[config.mk]
export PLATFORM = sky130hd
export DESIGN_NAME = multicycle_controller
export DESIGN_NICKNAME = d
export VERILOG_FILES = /design/src/rtl/multicycle_controller.sv
export SDC_FILE = /design/constraint.sdc
export NUM_CORES = 1
export LEC_CHECK = 0
export CORE_MARGIN = 2
export CORE_UTILIZATION = 51
export CTS_CLUSTER_DIAMETER = 80
export DETAILED_ROUTE_END_ITERATION = 16
export MAX_ROUTING_LAYER = met4
export PLACE_DENSITY_LB_ADDON = 0.25
export SYNTH_ARGS = -nofsm -noshare
export SYNTH_HDL_FRONTEND = slang
export SYNTH_SLANG_ARGS = --single-unit
[constraint.sdc]
create_clock -name clk -period 4.4 [get_ports clk]
set_input_delay 1.32 -clock clk [delete_from_list [all_inputs] [get_ports clk]]
set_output_delay 1.32 -clock clk [all_outputs]
set_load 0.01 [all_outputs]
[src/rtl/multicycle_controller.sv]
// Multicycle RISC-V control FSM: sequences fetch/decode/execute/memory/writeback
// and drives the datapath strobes and selects for each state. It also latches
// the opcode at decode and counts retired instructions.
module multicycle_controller (
    input  logic        clk,
    input  logic        rst_n,
    input  logic [6:0]  op,
    input  logic        mem_ready,
    output logic        RegWrite,
    output logic        MemWrite,
    output logic        IRWrite,
    output logic        PCUpdate,
    output logic        Branch,
    output logic        AdrSrc,
    output logic [1:0]  ALUSrcA,
    output logic [1:0]  ALUSrcB,
    output logic [1:0]  ResultSrc,
    output logic [1:0]  ImmSrc,
    output logic [1:0]  ALUOp,
    output logic        illegal_op,
    output logic [3:0]  state_o,
    output logic [31:0] instret
);
    localparam logic [3:0] S_FETCH    = 4'd0;
    localparam logic [3:0] S_DECODE   = 4'd1;
    localparam logic [3:0] S_MEMADR   = 4'd2;
    localparam logic [3:0] S_MEMREAD  = 4'd3;
    localparam logic [3:0] S_MEMWB    = 4'd4;
    localparam logic [3:0] S_MEMWRITE = 4'd5;
    localparam logic [3:0] S_EXECUTER = 4'd6;
    localparam logic [3:0] S_EXECUTEI = 4'd7;
    localparam logic [3:0] S_ALUWB    = 4'd8;
    localparam logic [3:0] S_BEQ      = 4'd9;

    localparam logic [6:0] OP_LW  = 7'b0000011;
    localparam logic [6:0] OP_SW  = 7'b0100011;
    localparam logic [6:0] OP_R   = 7'b0110011;
    localparam logic [6:0] OP_I   = 7'b0010011;
    localparam logic [6:0] OP_BEQ = 7'b1100011;

    logic [3:0]  state_q, state_d;
    logic [6:0]  op_q, op_d;
    logic [31:0] instret_q, instret_d;
    logic        retire;

    // State, latched opcode and retire counter; reset aborts any instruction in flight
    always_ff @(posedge clk or negedge rst_n) begin
        if (!rst_n) begin
            state_q   <= S_FETCH;
            op_q      <= 7'd0;
            instret_q <= 32'd0;
        end else begin
            state_q   <= state_d;
            op_q      <= op_d;
            instret_q <= instret_d;
        end
    end

    // Next-state selection; unused codes 10-15 fall back to FETCH
    always_comb begin
        state_d = S_FETCH;
        case (state_q)
            S_FETCH:    state_d = mem_ready ? S_DECODE : S_FETCH;
            S_DECODE: begin
                case (op)
                    OP_LW, OP_SW: state_d = S_MEMADR;
                    OP_R:         state_d = S_EXECUTER;
                    OP_I:         state_d = S_EXECUTEI;
                    OP_BEQ:       state_d = S_BEQ;
                    default:      state_d = S_FETCH;
                endcase
            end
            S_MEMADR:   state_d = (op_q == OP_SW) ? S_MEMWRITE : S_MEMREAD;
            S_MEMREAD:  state_d = mem_ready ? S_MEMWB : S_MEMREAD;
            S_MEMWB:    state_d = S_FETCH;
            S_MEMWRITE: state_d = mem_ready ? S_FETCH : S_MEMWRITE;
            S_EXECUTER: state_d = S_ALUWB;
            S_EXECUTEI: state_d = S_ALUWB;
            S_ALUWB:    state_d = S_FETCH;
            S_BEQ:      state_d = S_FETCH;
            default:    state_d = S_FETCH;
        endcase
    end

    // Opcode capture at decode and retirement counting (wraps naturally at 2^32)
    always_comb begin
        op_d      = (state_q == S_DECODE) ? op : op_q;
        retire    = (state_q == S_MEMWB) || (state_q == S_ALUWB) || (state_q == S_BEQ) ||
                    ((state_q == S_MEMWRITE) && mem_ready);
        instret_d = instret_q + {31'd0, retire};
    end

    // Per-state datapath controls; only IRWrite/PCUpdate and illegal_op look at inputs
    always_comb begin
        RegWrite   = 1'b0;
        MemWrite   = 1'b0;
        IRWrite    = 1'b0;
        PCUpdate   = 1'b0;
        Branch     = 1'b0;
        AdrSrc     = 1'b0;
        ALUSrcA    = 2'b00;
        ALUSrcB    = 2'b00;
        ResultSrc  = 2'b00;
        ImmSrc     = 2'b00;
        ALUOp      = 2'b00;
        illegal_op = 1'b0;
        case (state_q)
            S_FETCH: begin
                ALUSrcB   = 2'b10;
                ResultSrc = 2'b10;
                IRWrite   = mem_ready;
                PCUpdate  = mem_ready;
            end
            S_DECODE: begin
                ALUSrcA    = 2'b01;
                ALUSrcB    = 2'b01;
                ImmSrc     = 2'b10;
                illegal_op = !(op inside {OP_LW, OP_SW, OP_R, OP_I, OP_BEQ});
            end
            S_MEMADR: begin
                ALUSrcA = 2'b10;
                ALUSrcB = 2'b01;
                ImmSrc  = (op_q == OP_SW) ? 2'b01 : 2'b00;
            end
            S_MEMREAD: AdrSrc = 1'b1;
            S_MEMWB: begin
                ResultSrc = 2'b01;
                RegWrite  = 1'b1;
            end
            S_MEMWRITE: begin
                AdrSrc   = 1'b1;
                MemWrite = 1'b1;
            end
            S_EXECUTER: begin
                ALUSrcA = 2'b10;
                ALUOp   = 2'b10;
            end
            S_EXECUTEI: begin
                ALUSrcA = 2'b10;
                ALUSrcB = 2'b01;
                ALUOp   = 2'b10;
            end
            S_ALUWB: RegWrite = 1'b1;
            S_BEQ: begin
                ALUSrcA = 2'b10;
                ALUOp   = 2'b01;
                Branch  = 1'b1;
            end
            default: ;
        endcase
    end

    assign state_o = state_q;
    assign instret = instret_q;

endmodule

==> out/qor.yml, run 1 <==
period_share_pct: 91.0
syn_nets: 213
cts.hold.buffers_added: 0
maxCapViolCount: 0
synth_top_family_by_area: "simple AND/OR/NAND/NOR gates"
worst-path-max-fanout: 5
synth_commonest_cells: "43 x dfrtp_1, 26 x xnor2_1, 14 x nand3_1"
slowest_stage: "clkdlybuf4s50_1"
critPathKind: "primary input to output port"
clock_path_buffers: 2
endpoint_kind: "output port"
synthFlopType: "dfrtp_1"
core-area_um2: 4030
yosys_warnings: 0
power.leakage_uw: 0.00122
worstPathRequired_ns: 3.08
final_antenna_net_count: 0
crit_family: "buffers and inverters"
cts-root-buf: "clkbuf_8"
hold_slack_ns: 0.478
synthAdderAreaFrac_pct: 1.17
place.gp.congestion: 0.722
synth_area_per_cell_um2: 10.7
cts_setup_buffers: 0
synth_top_area_share_pct: 50.1
grt_pass1_wl_mm: 7.11
die_w_um: 68.9
ir_worst_vdd_mv: 0.215
min_period_ns: 4.01
yosys.area_share.simple_pct: 23.7
ys_seq_elements: 43
grt_usage_pct: 21.1
synth_edf_count: 0
fin_area_um2: 2890
crit_path_frequent_cell: "clkdlybuf4s50_1"
antenna_found_initial: 0
diodes: 0
portBuffers: 62
ys_seq_area_share_pct: 50.1
numCtsBuffers: 5
cts_tree: "built"
rsz0062_at_grt: "false"
grt_start_max_net_pins: 44
status: "complete, no violations"
yosysMostFrequentCell: "dfrtp_1"
fmax_ghz: 0.250
dieHeight_um: 68.9
vias_per_cell: 5.45
startpoint_type: "primary input"
htreeDepth: 2
grt_pass1_vias: 1516
hold_violations: 0
firstDrtPassIters: 4
slew_headroom_pct: 39.4
start_util_pct: 53.3
tns_ns: 0
gr-total-overflow: 0
vias: 1699
cp_data_arrival_time_ns: 2.69
synthToLayoutAreaGrowth_pct: 34.6
drc_errors: 0
hold_class: "flop to flop"
synth_compound_area_share_pct: 5.01
syn_inst: 201
synthMuxAreaShare_pct: 3.67
synthTopCellsByArea: "dfrtp_1 50%, xnor2_1 11%, nand4_1 3.8%"
num_rows: 23
worstMarginPinSlew_ns: 0.908
wl_per_cell_um: 14.8
crit_chain: "clkdlybuf4s50_1 > o21ai_0 > a21boi_0 > clkdlybuf4s50_1"
synth_cell_types: 38
slowest_delay_ns: 0.55
wirelength_mm: 4.62
dpl_cell_area_um2: 2780
dp_hpwl_mm: 3.24
die_area_um2: 4750
synthXorXnorAreaFrac_pct: 12.6
finalSetupViolCount: 0
finalMaxSlewViolations: 0
clock_latency_ns: 0.29
drtIter0Drc: 121
pwr_density_cell_nw_per_um2: 322
cts_resized: 0
skew_ns: 0.00425
nNetsFinal: 273
critPathBufInv: 2
final_layout_size_suffix_gt1_share_pct: 8.78
synthArstFlopShare_pct: 100
ios: 63
yosysTopAreaCell: "dfrtp_1"
cts.sinks: 43
synth_area_um2: 2150
path_clk_slew_ns: 0.08
==> state kept, by name, summed over array words and instances, names as in the netlist <==
register and cells:
instret 32, op_q 7, state_o 4
==> stage by stage <==
| step | total power, uW | std cells | worst slack (ns) | util (%) |
|---|---|---|---|---|
| 3_3_place_gp | 635 | 304 | 0.428 | 68.9 |
| 4_1_cts | 941 | 312 | 0.400 | 71.7 |
| 5_1_grt | 984 | 312 | 0.243 | 71.7 |
| 2_1_floorplan | 542 | 201 | 1.36 | - |
| 3_5_place_dp | 638 | 304 | 0.409 | 68.9 |
| 6_report | 929 | 312 | 0.395 | 71.7 |
==> final timing paths <==
check	from	endpoint	slack, ns	depth (start not counted)
min	instret[31]$_DFF_PN0_	instret[31]$_DFF_PN0_	0.48	1
max in group asynchronous	rst_n	instret[28]$_DFF_PN0_	2.68	1
max reg2reg	state_o[2]$_DFF_PN0_	instret[14]$_DFF_PN0_	1.40	9
min reg2reg	instret[31]$_DFF_PN0_	instret[31]$_DFF_PN0_	0.48	1
min in group asynchronous	rst_n	instret[29]$_DFF_PN0_	1.16	1
max	op[6]	illegal_op	0.39	4
==> placed cells by master (no fill, tap or decap), types with 2 or more instances in the layout <==
cell type and count:
clkdlybuf4s50_1 61, dfrtp_1 43, xnor2_1 26, nand3_1 14
nand4_1 13, nor2_1 12, nand2_1 12, mux2_2 7
inv_1 6, nand2b_1 6, nor3_1 6, xor2_1 5
clkbuf_8 5, and4_1 4, and3_1 4, nor4_1 3
and2_1 3, a21oi_1 3, o22ai_1 3, nand3b_1 3
a211o_1 2, o21ai_0 2, ha_1 2
==> cells by family (layout without fill, tap and decap cells) <==
group / Yosys count / after routing
adders and majority gates: 2 / 2
and+or+nand+nor: 86 / 86
DFF: 43 / 43
buffers and inverters: 16 / 77
xor gates and xnor gates: 31 / 31
AOI/OAI and AO/OA: 16 / 16
muxes: 7 / 7
==> final cells by class <==
cell class | count | area (um^2)
well taps | 50 | 62.6
flip-flops and latches | 43 | 1080
fillers | 321 | 1140
multi-input cells | 142 | 992
repair buffers | 63 | 623
inverters | 6 | 22.5
clock buffers | 5 | 68.8
clock inverters | 3 | 43.8
==> metal layers <==
metal / up-vias / GRT usage (%) / wire (um)
li1: 827 / - / -
met1: 799 / 27.3 / 2030
met2: 64 / 33.7 / 2230
met3: 9 / 4.38 / 279
met4: 0 / 6.62 / 82
met5: - / - / 0
==> power breakdown <==
part           total (uW)  internal (uW)  leakage [uW]  switching [uW]
clock                 300            169     0.0000581             131
sequential            462            431      0.000579            31.5
combinational         167           95.9      0.000579            70.7
total                 929            696       0.00122             233
Note: power is estimated with default switching activity, not from simulation.
==> run 2, diff against run 1 <==
- CELL_PAD_IN_SITES_DETAIL_PLACEMENT: default -> 0
- CELL_PAD_IN_SITES_GLOBAL_PLACEMENT: default -> 2
- CORE_UTILIZATION: 51 -> 32
- CTS_BUF_LIST: default -> sky130_fd_sc_hd__clkbuf_8
==> run 2 against run 1 <==
- register-to-register slack gained 0.23 ns
- first-iteration DRC count down 45%
- non-clock buffer count grew 1
- combinational power hardly changed
- clock-buffer cell count unchanged
- maximum frequency is 0.30% lower
- final area is 0.48% higher
- sequential share of layout area is 0.18 points lower
- highest routed layer unchanged
==> out/qor.yml, run 2 (synthesis results as in run 1) <==
drc_errors: 0
slew_headroom_pct: 34.7
hold_slack_ns: 0.485
multi_input_area_um2: 992
tns_ns: 0
layout_commonest_cell: "clkdlybuf4s50_1"
rsz0062_at_grt: "false"
die_area_um2: 7380
nNetsFinal: 274
crit_chain: "clkdlybuf4s50_1 > o21ai_0 > a21boi_0 > clkdlybuf4s50_1"
use_met3_pct: 3.66
met1_usage_pct: 19.5
pwr_density_cell_nw_per_um2: 301
clock_path_buffers: 2
cts_resized: 0
skew_ns: 0.0134
hold_violations: 0
num-fill-cells: 644
diodes: 0
finalSetupViolCount: 0
place.gp.congestion: 0.699
cts_setup_buffers: 0
power.leakage_uw: 0.00121
antenna_found_initial: 0
htreeDepth: 2
postLayoutCoreUtil_pct: 45.2
synthToLayoutAreaGrowth_pct: 35.2
worstPathRequired_ns: 3.08
clock_latency_ns: 0.29
cts_tree: "built"
critPathBufInv: 2
crit_path_frequent_cell: "clkdlybuf4s50_1"
wirelength_mm: 4.80
dieHeight_um: 85.9
drtIter0Drc: 67
cts-root-buf: "clkbuf_8"
busiest_layer: "met2"
grt_usage_pct: 14.4
grtUsageMet2_pct: 21.8
path_clk_slew_ns: 0.09
largest_reg_flops: 32
slowest_delay_ns: 0.55
regArea_um2: 1080
endpoint_kind: "output port"
ir_worst_vdd_mv: 0.128
wl_per_cell_um: 14.1
slowest_stage: "clkdlybuf4s50_1"
firstDrtPassIters: 4
ios: 63
min_period_ns: 4.02
finalMaxSlewViolations: 0
vias_per_cell: 5.03
die_w_um: 85.9
fmax_ghz: 0.249
setup_slack_ns: 0.383
vias: 1711
hold_class: "flop to flop"
period_share_pct: 91.3
grt_start_max_net_pins: 44
dp_slack_ns: 0.386
maxCapViolCount: 0
cts.hold.buffers_added: 0
crit_family: "buffers and inverters"
gr-total-overflow: 0
final_layout_size_suffix_gt1_share_pct: 8.75
final_cell_mix: "61 x clkdlybuf4s50_1, 43 x dfrtp_1, 26 x xnor2_1"
cts.sinks: 43
final_antenna_net_count: 0
worst-path-max-fanout: 5
cp_data_arrival_time_ns: 2.70
start_util_pct: 33.4
status: "complete, no violations"
num_rows: 29
numCtsBuffers: 5
startpoint_type: "primary input"
worstMarginPinSlew_ns: 0.979
grt_pass1_vias: 1700
dp_hpwl_mm: 3.42
core-area_um2: 6420
critPathKind: "primary input to output port"
portBuffers: 62
grt_pass1_wl_mm: 8.33
==> run 2: cell count changes in the layout (fill, tap and decap cells not counted), sizes merged <==
cell | previous run | this run
buf | 2 | 3
clkinv | 2 | 1
inv | 6 | 7
clkinvlp | 0 | 1
bufinv | 1 | 0
==> run 2: cell type report <==
class / instances / area share (%)
clock buffers: 5 / 2.37
flip-flops and latches: 43 / 37.1
multi-input cells: 142 / 34.2
clock inverters: 3 / 0.560
well taps: 77 / 3.32
inverters: 6 / 0.776
repair buffers: 64 / 21.7
==> run 2: stage by stage <==
| step | area [um^2] | cells | power (uW) |
|---|---|---|---|
| after detailed placement | 2820 | 332 | 643 |
| after floorplan | 2150 | 201 | 542 |
| final | 2900 | 340 | 874 |
| after CTS | 2900 | 340 | 890 |
| after global routing | 2900 | 340 | 924 |
| after global placement | 2820 | 332 | 643 |
==> run 2: final timing paths <==
kind / start / endpoint / slack (ns) / cells past startpoint
max: op[6] / illegal_op / 0.38 / 4
min: instret[31]$_DFF_PN0_ / instret[31]$_DFF_PN0_ / 0.49 / 1
max reg2reg: state_o[2]$_DFF_PN0_ / instret[14]$_DFF_PN0_ / 1.63 / 9
min reg2reg: instret[31]$_DFF_PN0_ / instret[31]$_DFF_PN0_ / 0.49 / 1
max in group asynchronous: rst_n / state_o[3]$_DFF_PN0_ / 2.59 / 1
min in group asynchronous: rst_n / op_q[1]$_DFFE_PN0P_ / 1.17 / 1
==> run 2: power by group <==
group	switching (uW)	internal, uW
registers	29.0	431
clock network	135	109
logic	73.0	97.4
total	237	637
==> run 2: metal layers <==
metal	part of all wire (%)	up-vias	routed length (um)
met5	0	-	0
met4	0.58	0	28
met3	4.2	4	203
met2	47	38	2240
met1	49	836	2330
li1	-	833	-
